[config.mk]
export PLATFORM = sky130hd
export DESIGN_NAME = fb_pixel_server
export DESIGN_NICKNAME = d
export VERILOG_FILES = /design/src/rtl/fb_pixel_server.sv
export SDC_FILE = /design/constraint.sdc
export NUM_CORES = 1
export LEC_CHECK = 0
export CELL_PAD_IN_SITES_DETAIL_PLACEMENT = 0
export CELL_PAD_IN_SITES_GLOBAL_PLACEMENT = 1
export CORE_UTILIZATION = 38
export CTS_CLUSTER_SIZE = 30
export DETAILED_ROUTE_END_ITERATION = 10
export GPL_ROUTABILITY_DRIVEN = 0
export PLACE_DENSITY = 0.78
export SYNTH_ARGS = -nofsm -noshare
export SYNTH_HDL_FRONTEND = slang
export SYNTH_SLANG_ARGS = --single-unit
[constraint.sdc]
create_clock -name clk50MHz -period 2.05 [get_ports clk50MHz]
set_input_delay 0.205 -clock clk50MHz [delete_from_list [all_inputs] [get_ports clk50MHz]]
set_output_delay 0.205 -clock clk50MHz [all_outputs]
set_load 0.02 [all_outputs]
[src/rtl/fb_pixel_server.sv]
// fb_pixel_server -- serves 24-bit RGB pixels to a VGA scan-out engine from a
// grayscale (one byte per pixel) framebuffer held in shared data memory.
//
// Ports:
//   clk50MHz   in   1   sole clock, rising edge
//   rst        in   1   asynchronous, active-low reset
//   px_addr    in  32   pixel index requested by the VGA side
//   memPx      out 24   registered RGB pixel ({g,g,g})
//   px_valid   out  1   memPx belongs to the current (registered) px_addr
//   mem_rd_en  out  1   read request, held until mem_gnt
//   mem_gnt    in   1   memory accepts the request this cycle
//   mem_addr   out 16   byte address, stable while mem_rd_en is high
//   mem_rdata  in   8   read data, valid MEM_LAT cycles after acceptance
//   miss_cnt   out 16   saturating count of fetches that reached memory
//
// Optional feature: define FB_PREFETCH_EN to add a one-entry prefetch buffer
// that fetches the pixel following each demand fetch.
module fb_pixel_server #(
  parameter logic [15:0] FB_BASE      = 16'h0000,
  parameter int unsigned FB_PIXELS    = 76800,
  parameter logic [23:0] BORDER_COLOR = 24'h000000,
  parameter int unsigned MEM_LAT      = 1
) (
  input  logic        clk50MHz,
  input  logic        rst,
  input  logic [31:0] px_addr,
  output logic [23:0] memPx,
  output logic        px_valid,
  output logic        mem_rd_en,
  input  logic        mem_gnt,
  output logic [15:0] mem_addr,
  input  logic [7:0]  mem_rdata,
  output logic [15:0] miss_cnt
);

  typedef enum logic [1:0] {IDLE, REQ, WAIT, LATCH} state_t;

  localparam logic [31:0] PIX_LIMIT = 32'(FB_PIXELS);
  localparam logic [2:0]  LAT_LOAD  = 3'(MEM_LAT - 1);

  state_t      r_state, w_state_nxt;
  logic [31:0] r_addr_q;
  logic [31:0] r_tag_q;
  logic [31:0] r_fetch_addr;
  logic [15:0] r_mem_addr;
  logic [23:0] r_px;
  logic        r_valid;
  logic [15:0] r_miss;
  logic [2:0]  r_lat_cnt;

  logic        w_start;
  logic [31:0] w_req_addr;
  logic        w_border;
  logic        w_hit;

`ifdef FB_PREFETCH_EN
  logic        r_is_pf;
  logic [31:0] r_pf_addr;
  logic [23:0] r_pf_data;
  logic        r_pf_valid;
  logic        w_req_pf;
  logic        w_pf_hit;
`endif

  function automatic logic in_range(input logic [31:0] a);
    return a < PIX_LIMIT;
  endfunction

  always_ff @(posedge clk50MHz or negedge rst) begin
    if (!rst) r_state <= IDLE;
    else      r_state <= w_state_nxt;
  end

  always_comb begin
    w_state_nxt = r_state;
    w_start     = 1'b0;
    w_req_addr  = r_addr_q;
    w_border    = 1'b0;
    w_hit       = 1'b0;
`ifdef FB_PREFETCH_EN
    w_req_pf    = 1'b0;
    w_pf_hit    = 1'b0;
`endif
    unique case (r_state)
      IDLE: begin
        if (r_addr_q != r_tag_q) begin
`ifdef FB_PREFETCH_EN
          if (r_pf_valid && (r_addr_q == r_pf_addr)) begin
            // Buffer hit: serve it now and keep streaming one pixel ahead.
            w_pf_hit = 1'b1;
            if (in_range(r_addr_q + 32'd1)) begin
              w_start     = 1'b1;
              w_req_addr  = r_addr_q + 32'd1;
              w_req_pf    = 1'b1;
              w_state_nxt = REQ;
            end
          end else
`endif
          if (in_range(r_addr_q)) begin
            w_start     = 1'b1;
            w_state_nxt = REQ;
          end else begin
            w_border = 1'b1;
          end
        end
      end
      REQ: begin
        if (mem_gnt) w_state_nxt = WAIT;
      end
      WAIT: begin
        if (r_lat_cnt == 3'd0) w_state_nxt = LATCH;
      end
      LATCH: begin
        w_state_nxt = IDLE;
`ifdef FB_PREFETCH_EN
        if (r_is_pf) begin
          w_state_nxt = IDLE;
        end else
`endif
        if (r_fetch_addr == r_addr_q) begin
          w_hit = 1'b1;
`ifdef FB_PREFETCH_EN
          if (in_range(r_fetch_addr + 32'd1)) begin
            w_start     = 1'b1;
            w_req_addr  = r_fetch_addr + 32'd1;
            w_req_pf    = 1'b1;
            w_state_nxt = REQ;
          end
`endif
        end else if ((r_addr_q != r_tag_q) && in_range(r_addr_q)) begin
          // Stale data: skip IDLE and refetch for the address now wanted.
          w_start     = 1'b1;
          w_state_nxt = REQ;
        end
      end
      default: w_state_nxt = IDLE;
    endcase
  end

  always_ff @(posedge clk50MHz or negedge rst) begin
    if (!rst) begin
      r_addr_q     <= '0;
      r_tag_q      <= '1;
      r_fetch_addr <= '0;
      r_mem_addr   <= '0;
      r_px         <= '0;
      r_valid      <= 1'b0;
      r_miss       <= '0;
      r_lat_cnt    <= '0;
`ifdef FB_PREFETCH_EN
      r_is_pf      <= 1'b0;
      r_pf_addr    <= '0;
      r_pf_data    <= '0;
      r_pf_valid   <= 1'b0;
`endif
    end else begin
      r_addr_q <= px_addr;

      if (w_start) begin
        r_fetch_addr <= w_req_addr;
        r_mem_addr   <= FB_BASE + w_req_addr[15:0];
`ifdef FB_PREFETCH_EN
        r_is_pf      <= w_req_pf;
`endif
      end

      if ((r_state == REQ) && mem_gnt) r_lat_cnt <= LAT_LOAD;
      else if ((r_state == WAIT) && (r_lat_cnt != 3'd0)) r_lat_cnt <= r_lat_cnt - 3'd1;

      if (w_border) begin
        r_px    <= BORDER_COLOR;
        r_tag_q <= r_addr_q;
        r_valid <= 1'b1;
      end

      if (w_hit) begin
        r_px    <= {3{mem_rdata}};
        r_tag_q <= r_fetch_addr;
        r_valid <= 1'b1;
      end

      if ((r_state == LATCH) && (r_miss != 16'hFFFF)) r_miss <= r_miss + 16'd1;

`ifdef FB_PREFETCH_EN
      if ((r_state == LATCH) && r_is_pf) begin
        r_pf_addr  <= r_fetch_addr;
        r_pf_data  <= {3{mem_rdata}};
        r_pf_valid <= 1'b1;
      end
      if (w_pf_hit) begin
        r_px       <= r_pf_data;
        r_tag_q    <= r_addr_q;
        r_valid    <= 1'b1;
        r_pf_valid <= 1'b0;
      end
`endif
    end
  end

  assign memPx     = r_px;
  assign px_valid  = r_valid && (r_addr_q == r_tag_q);
  assign mem_rd_en = (r_state == REQ);
  assign mem_addr  = r_mem_addr;
  assign miss_cnt  = r_miss;

endmodule

Word level (Yosys, flattened, before mapping)
Index checks and enable logic that the tools add are counted.
{"block": "word_totals", "output_inout_bits": 58, "wordCells": 59, "ram_bits": 0, "mem_bits_ro": 0, "latch_bits": 0, "regBits": 158, "n_memories": 0, "in_bits": 43}
{"block": "op_classes", "n_addsub": 2, "bitwise_logic": 0, "n_div": 0, "multipliers": 0, "n_shift": 0, "n_lt_le_gt_ge": 1, "n_reduce_logical": 11, "eq_ne": 11, "mux": 25}
{"operator": "$eq A32 B32 Y1", "count": 2}
{"operator": "$mux W32", "count": 2}
{"operator": "$mux W24", "count": 2}
{"operator": "$lt A32 B17 Y1 const B", "count": 1}
{"operator": "$ne A32 B32 Y1", "count": 1}
{"operator": "$add A16 B1 Y16 const B", "count": 1}
{"operator": "$ne A16 B16 Y1 const B", "count": 1}
{"operator": "$mux W1", "count": 13}
{"operator": "$mux W2", "count": 4}
{"operator": "$pmux W2 S4", "count": 1}
{"operator": "$mux W3", "count": 2}
{"operator": "$ne A2 B2 Y1 const B", "count": 3}
{"operator": "$logic_and A1 B1 Y1", "count": 5}
{"operator": "$eq A2 B2 Y1 const B", "count": 2}
{"operator": "$reduce_and A4 Y1", "count": 1}
{"operator": "$reduce_bool A2 Y1", "count": 2}
{"operator": "$logic_not A3 Y1", "count": 1}
{"operator": "$reduce_bool A3 Y1", "count": 1}
{"operator": "$sub A3 B1 Y3 const B", "count": 1}
{"operator": "$eq A2 B1 Y1 const B", "count": 1}
{"operator": "$logic_not A2 Y1", "count": 1}
{"operator": "$ne A2 B1 Y1 const B", "count": 1}
{"operator": "$pmux W1 S2", "count": 1}

Logic depth before layout (Yosys ltp)
{"block": "logic_depth", "ltp_word": 6, "mapped_depth": 9, "mapped_depth_nobuf": 7}

Worst setup path before layout
No wires, ideal clock.
{"block": "synth_timing", "path_type": "register to register", "from": "register r_miss[7], in the netlist miss_cnt[7]", "to": "register r_miss[1], in the netlist miss_cnt[1]", "setup_slack_ns": 0.040, "setup_ns": 0.127, "t_arrival_ns": 1.883, "n_path_buf": 1, "t_required_ns": 1.923, "synth_period_minus_slack_ns": 2.010, "path_stages_with_launch": 7, "cell_sequence": "dfrtp_1 > and4_4 > nand4_1 > or3_1 > and2_1 > clkbuf_2 > mux2_1"}
{"block": "synth_via", "elab_chain_len": 2}
{"item": "from (decl)", "line": "48", "source": "logic [15:0] r_miss;"}
{"item": "from (signal assigned)", "line": "182", "source": "if ((r_state == LATCH) && (r_miss != 16'hFFFF)) r_miss <= r_miss + 16'd1;"}
{"item": "$ne A16 B16 Y1", "line": "182"}
{"item": "$logic_and A1 B1 Y1", "line": "182"}
No other way between the ends.
A chain may end at the register's enable or synchronous reset.

Final worst setup path
{"block": "layout_timing", "from": "register r_addr_q[26]", "to": "register r_fetch_addr[13]"}
{"block": "layout_via", "elab_chain_len": 5, "elab_cells_between_ends": 9, "classes_between": "order compare: 1; eq/ne: 2; mux: 5; reduce/logical: 1"}
{"item": "from (decl)", "line": "42", "source": "logic [31:0] r_addr_q;"}
{"item": "from (signal assigned)", "line": "157", "source": "r_addr_q <= px_addr;"}
{"item": "$lt A32 B17 Y1 / $ne A32 B32 Y1 (equally long branches)", "line": "66, 86, 130"}
{"item": "$logic_and A1 B1 Y1", "line": "130", "source": "end else if ((r_addr_q != r_tag_q) && in_range(r_addr_q)) begin"}
{"item": "$mux W1", "line": "130"}
{"item": "$mux W1", "line": "120", "source": "if (r_fetch_addr == r_addr_q) begin"}
{"item": "$pmux W1 S2 (*)", "line": "84", "source": "unique case (r_state)"}
{"item": "to (signal assigned)", "line": "160", "source": "r_fetch_addr <= w_req_addr;"}
{"item": "to (decl)", "line": "44", "source": "logic [31:0] r_fetch_addr;"}
Every way passes the cells marked *; elsewhere a longest branch is shown, timed or not.

==> metrics.log <==
INFO  metric skew = 0.009482 ns
INFO  metric cp_data_required_time = 2.36 ns
INFO  metric design.die.area = around 16000 um2
INFO  metric violations = design-rule violations, negative setup slack
INFO  metric grt_pass1_vias = ~4.3k
INFO  metric grt_max_degree = 47
INFO  metric number_of_antenna_violations_at_the_first_check_in_global_routing = 0
INFO  metric status = finished with violations
INFO  metric flop2flop_setup_slack = -0.39 ns
INFO  metric totalNegativeSetupSlack = -19.68 ns
INFO  metric netlist-cell-type-count = 39
INFO  metric tritoncts.num_buffers = 17
INFO  metric timing.max_cap.violations = 0
INFO  metric post-place-cells = 798
INFO  metric post_synth.cell_area_avg = 11.95 um2
INFO  metric timing_worst_slew_pin_value = 0.6453 ns
INFO  metric antennaDiodeCount = 0
INFO  metric synth_top_cells_by_area = sky130_fd_sc_hd__dfrtp_1, sky130_fd_sc_hd__dfstp_2, sky130_fd_sc_hd__xnor2_1
INFO  metric htreeDepth = 4
INFO  metric timing.slew.headroom = 56.59%
INFO  metric netlist_instances = between 400 and 500
INFO  metric dr_total_vias = approximately 4.2k
INFO  metric portBuffers = 100
INFO  metric drt_drc_violations_left = 2
INFO  metric max_clock_freq = slightly above 0.4 GHz
INFO  metric final_layout_size_suffix_gt1_share = 31.02%
INFO  metric core = 15150 um2
INFO  metric p_leak = 3.841 nW
INFO  metric hpwl = 9.416 mm
INFO  metric finalWorstSetupSlack = -0.3852 ns
INFO  metric fp.dieH = 126.4 um
INFO  metric rsz0062_at_grt = yes
INFO  metric number_of_nets_with_antenna_violations_after_routing = 0
INFO  metric synthesis.nets = 543
INFO  metric netlist.area_leader.share = between 40% and 50%
INFO  metric ys_ff_latch = 126
INFO  metric report.final.hold_viol_count = 0
INFO  metric period_minus_slack = 2.435 ns
INFO  metric worst_ep_arrival_time = 2.74 ns
INFO  metric cts.reportedPaths.clkPinSlew = 0.06 ns
INFO  metric power_per_cell_area = between 1000 and 1500 nW/um2
INFO  metric irDropWorstVdd = about 0.6 mV
INFO  metric grt_overflow = 0
INFO  metric routed_wl = between 10 and 15 mm
INFO  metric drv_slew = 0
INFO  metric area_growth = 43.77%
INFO  metric yosys_warnings = 0
INFO  metric syn-cell-area = 5881 um2
INFO  metric tritoncts = yes
INFO  metric startpoint_type = flip-flop
INFO  metric dr.pass1.iters = 7
INFO  metric totalPowerFinal = 9.645 mW
INFO  metric crit_path_max_fanout = 6
INFO  metric critPathCaptureType = flip-flop
INFO  metric worstSkewPairLatency = 0.43 ns
INFO  metric pin_count = 101
INFO  metric grt_usage = 18.71%
INFO  metric yosysSeqAreaShare = 54.30%
INFO  metric first_pass_grt_wire_length = about 22 mm
INFO  metric ctsRootBufferMaster = sky130_fd_sc_hd__clkbuf_16
INFO  metric fin_nets = about 700
INFO  metric row_count = 45
INFO  metric first_iter_violations = 191
INFO  metric placed_cell_area = between 7000 and 8000 um2
INFO  metric dieWidth = around 130 um
INFO  metric area_of_all_placed_cells_without_fillers = 8454 um2
INFO  metric timing.hold.worst.class = in -> reg
INFO  metric report.final.setup_viol = 76
INFO  metric route.detailed.vias_per_inst = around 5.0
INFO  metric tritoncts_num_sinks = approximately 130
INFO  metric post_layout_nonfiller_instances = 852
INFO  metric synth_area_leader_cell = sky130_fd_sc_hd__dfrtp_1
INFO  metric floorplan.initialDensity = 38.83%
INFO  metric finalCritPeriodShare = 118.8%
INFO  metric worst-setup-path-type = reg -> reg
INFO  metric detail_route.wl_per_cell = about 17 um
INFO  metric clock_tree.buffer_depth = 2
[metrics by stage]
step	hold slack, ns	util, %	setup slack [ns]
after floorplan	-0.09059	-	0.03980
after global placement	0.1726	48.03	-0.2983
after detailed placement	0.1748	48.03	-0.3298
after CTS	0.1976	53.56	-0.2601
after global routing	0.2002	55.82	-0.4691
final	0.2138	55.82	-0.3852
[synthesized netlist by cell type]
| cell type | number |
|---|---|
| sky130_fd_sc_hd__nand3_1 | 6 |
| sky130_fd_sc_hd__and3_1 | 4 |
| sky130_fd_sc_hd__o22a_1 | 1 |
| sky130_fd_sc_hd__dfstp_2 | 32 |
| sky130_fd_sc_hd__buf_6 | 2 |
| sky130_fd_sc_hd__o21bai_1 | 1 |
| sky130_fd_sc_hd__xor2_1 | 2 |
| sky130_fd_sc_hd__mux2_2 | 18 |
| sky130_fd_sc_hd__clkbuf_1 | 8 |
| sky130_fd_sc_hd__or3_1 | 2 |
| sky130_fd_sc_hd__nand2_1 | 7 |
| sky130_fd_sc_hd__and2_1 | 17 |
| sky130_fd_sc_hd__o21ai_0 | 1 |
| sky130_fd_sc_hd__a221o_1 | 1 |
| sky130_fd_sc_hd__a32o_1 | 1 |
| sky130_fd_sc_hd__a21oi_1 | 40 |
| sky130_fd_sc_hd__clkbuf_2 | 1 |
| sky130_fd_sc_hd__nor3_1 | 1 |
| sky130_fd_sc_hd__nor4_1 | 4 |
| sky130_fd_sc_hd__xnor2_1 | 76 |
| sky130_fd_sc_hd__nand2b_1 | 2 |
| sky130_fd_sc_hd__dfrtp_1 | 94 |
| sky130_fd_sc_hd__a21boi_0 | 1 |
| sky130_fd_sc_hd__and4_4 | 1 |
| sky130_fd_sc_hd__mux2_1 | 1 |
| sky130_fd_sc_hd__ha_1 | 8 |
| sky130_fd_sc_hd__buf_12 | 3 |
| sky130_fd_sc_hd__a21boi_2 | 1 |
| sky130_fd_sc_hd__nand4_1 | 25 |
| sky130_fd_sc_hd__a22o_1 | 8 |
| sky130_fd_sc_hd__inv_1 | 9 |
| sky130_fd_sc_hd__o211ai_2 | 1 |
| sky130_fd_sc_hd__mux2i_1 | 32 |
| sky130_fd_sc_hd__a211o_1 | 1 |
| sky130_fd_sc_hd__a211oi_1 | 1 |
| sky130_fd_sc_hd__nor4_2 | 2 |
| sky130_fd_sc_hd__buf_4 | 35 |
| sky130_fd_sc_hd__a21o_1 | 1 |
| sky130_fd_sc_hd__nor2_1 | 41 |
[registers in the layout (all words and copies together), names as in the netlist]
name          flops
r_valid           1
r_addr_q         32
miss_cnt         16
r_state           2
memPx             8
r_lat_cnt         3
r_tag_q          32
r_fetch_addr     32
[final cells by class]
class / instances / area (um2)
sequential: 126 / 3199
multi-input combinational: 309 / 2502
clock inverter: 15 / 210.2
fill: 1204 / 6691
timing repair buffer: 188 / 1844
inverter: 9 / 37.54
tap: 188 / 235.2
clock buffer: 17 / 425.4
[layout by cell type (no fill, tap or decap), types with 3 or more instances in the layout]
master,n
sky130_fd_sc_hd__a21oi_1,39
sky130_fd_sc_hd__a22o_1,8
sky130_fd_sc_hd__and2_1,13
sky130_fd_sc_hd__and2_4,5
sky130_fd_sc_hd__and3_1,4
sky130_fd_sc_hd__buf_12,5
sky130_fd_sc_hd__buf_4,67
sky130_fd_sc_hd__buf_6,9
sky130_fd_sc_hd__buf_8,3
sky130_fd_sc_hd__bufinv_16,4
sky130_fd_sc_hd__clkbuf_16,21
sky130_fd_sc_hd__clkdlybuf4s50_1,97
sky130_fd_sc_hd__clkinv_4,4
sky130_fd_sc_hd__dfrtp_1,89
sky130_fd_sc_hd__dfrtp_2,5
sky130_fd_sc_hd__dfstp_2,32
sky130_fd_sc_hd__ha_1,8
sky130_fd_sc_hd__inv_1,8
sky130_fd_sc_hd__inv_6,3
sky130_fd_sc_hd__mux2_2,5
sky130_fd_sc_hd__mux2_4,13
sky130_fd_sc_hd__mux2i_1,31
sky130_fd_sc_hd__nand2_1,7
sky130_fd_sc_hd__nand3_1,5
sky130_fd_sc_hd__nand4_1,25
sky130_fd_sc_hd__nor2_1,40
sky130_fd_sc_hd__nor4_2,4
sky130_fd_sc_hd__xnor2_1,66
sky130_fd_sc_hd__xnor2_2,10
[cells by family after synthesis]
group,count (synthesis),synth area share (%)
flip-flops,126,54.30
AND/OR/NAND/NOR,112,10.02
XOR/XNOR,78,11.62
AO/OA/AOI/OAI,59,6.234
buffers and inverters,58,7.042
multiplexers,51,9.085
adder cells (fa/ha/maj),8,1.702
[per-layer routing]
| layer | up-vias | track usage, % | share of wire [%] |
|---|---|---|---|
| li1 | 1979 | - | - |
| met5 | - | 0 | 0 |
| met1 | 2087 | 22.48 | 43 |
| met3 | 24 | 5.905 | 5.3 |
| met2 | 130 | 31.52 | 50 |
| met4 | 0 | 6.875 | 1.8 |
[critical path, stage by stage (launching register included)]
cell and delay (ns):
sky130_fd_sc_hd__dfrtp_2 0.47, sky130_fd_sc_hd__buf_6 0.15, sky130_fd_sc_hd__xnor2_2 0.15, sky130_fd_sc_hd__nand4_1 0.14, sky130_fd_sc_hd__nor4_2 0.41, sky130_fd_sc_hd__buf_4 0.20, sky130_fd_sc_hd__a21boi_4 0.07, sky130_fd_sc_hd__o211ai_4 0.09
sky130_fd_sc_hd__buf_12 0.16, sky130_fd_sc_hd__buf_8 0.14, sky130_fd_sc_hd__mux2_2 0.34
[timing repair]
| action | 4_1_cts | 5_1_grt |
|---|---|---|
| endpoints found under the hold margin | 21 | 0 |
| resized for setup | 40 | 35 |
| hold buffers | 1 | 0 |
| cloned | 1 | 7 |
| setup endpoints to repair | 77 | 76 |
| pin swaps | 7 | 37 |
| setup buffers | 4 | 9 |
[power breakdown]
part | switching (mW) | internal, mW
Clock | 1.17 | 2.05
Combinational | 1.28 | 1.54
Sequential | 0.414 | 3.20
[path summary, 6_finish.rpt]
| check | endpoint | cells after the start | startpoint |
|---|---|---|---|
| max in group asynchronous | r_tag_q[3] | 3 | rst |
| worst min-delay path | r_addr_q[27] | 1 | px_addr[27] |
| worst min register to register | r_valid | 1 | r_valid |
| worst max-delay path | r_fetch_addr[13] | 10 | r_addr_q[26] |
| worst max register to register | r_fetch_addr[13] | 10 | r_addr_q[26] |
| min in group asynchronous | miss_cnt[4] | 2 | rst |
(Power assumes the default switching activity.)
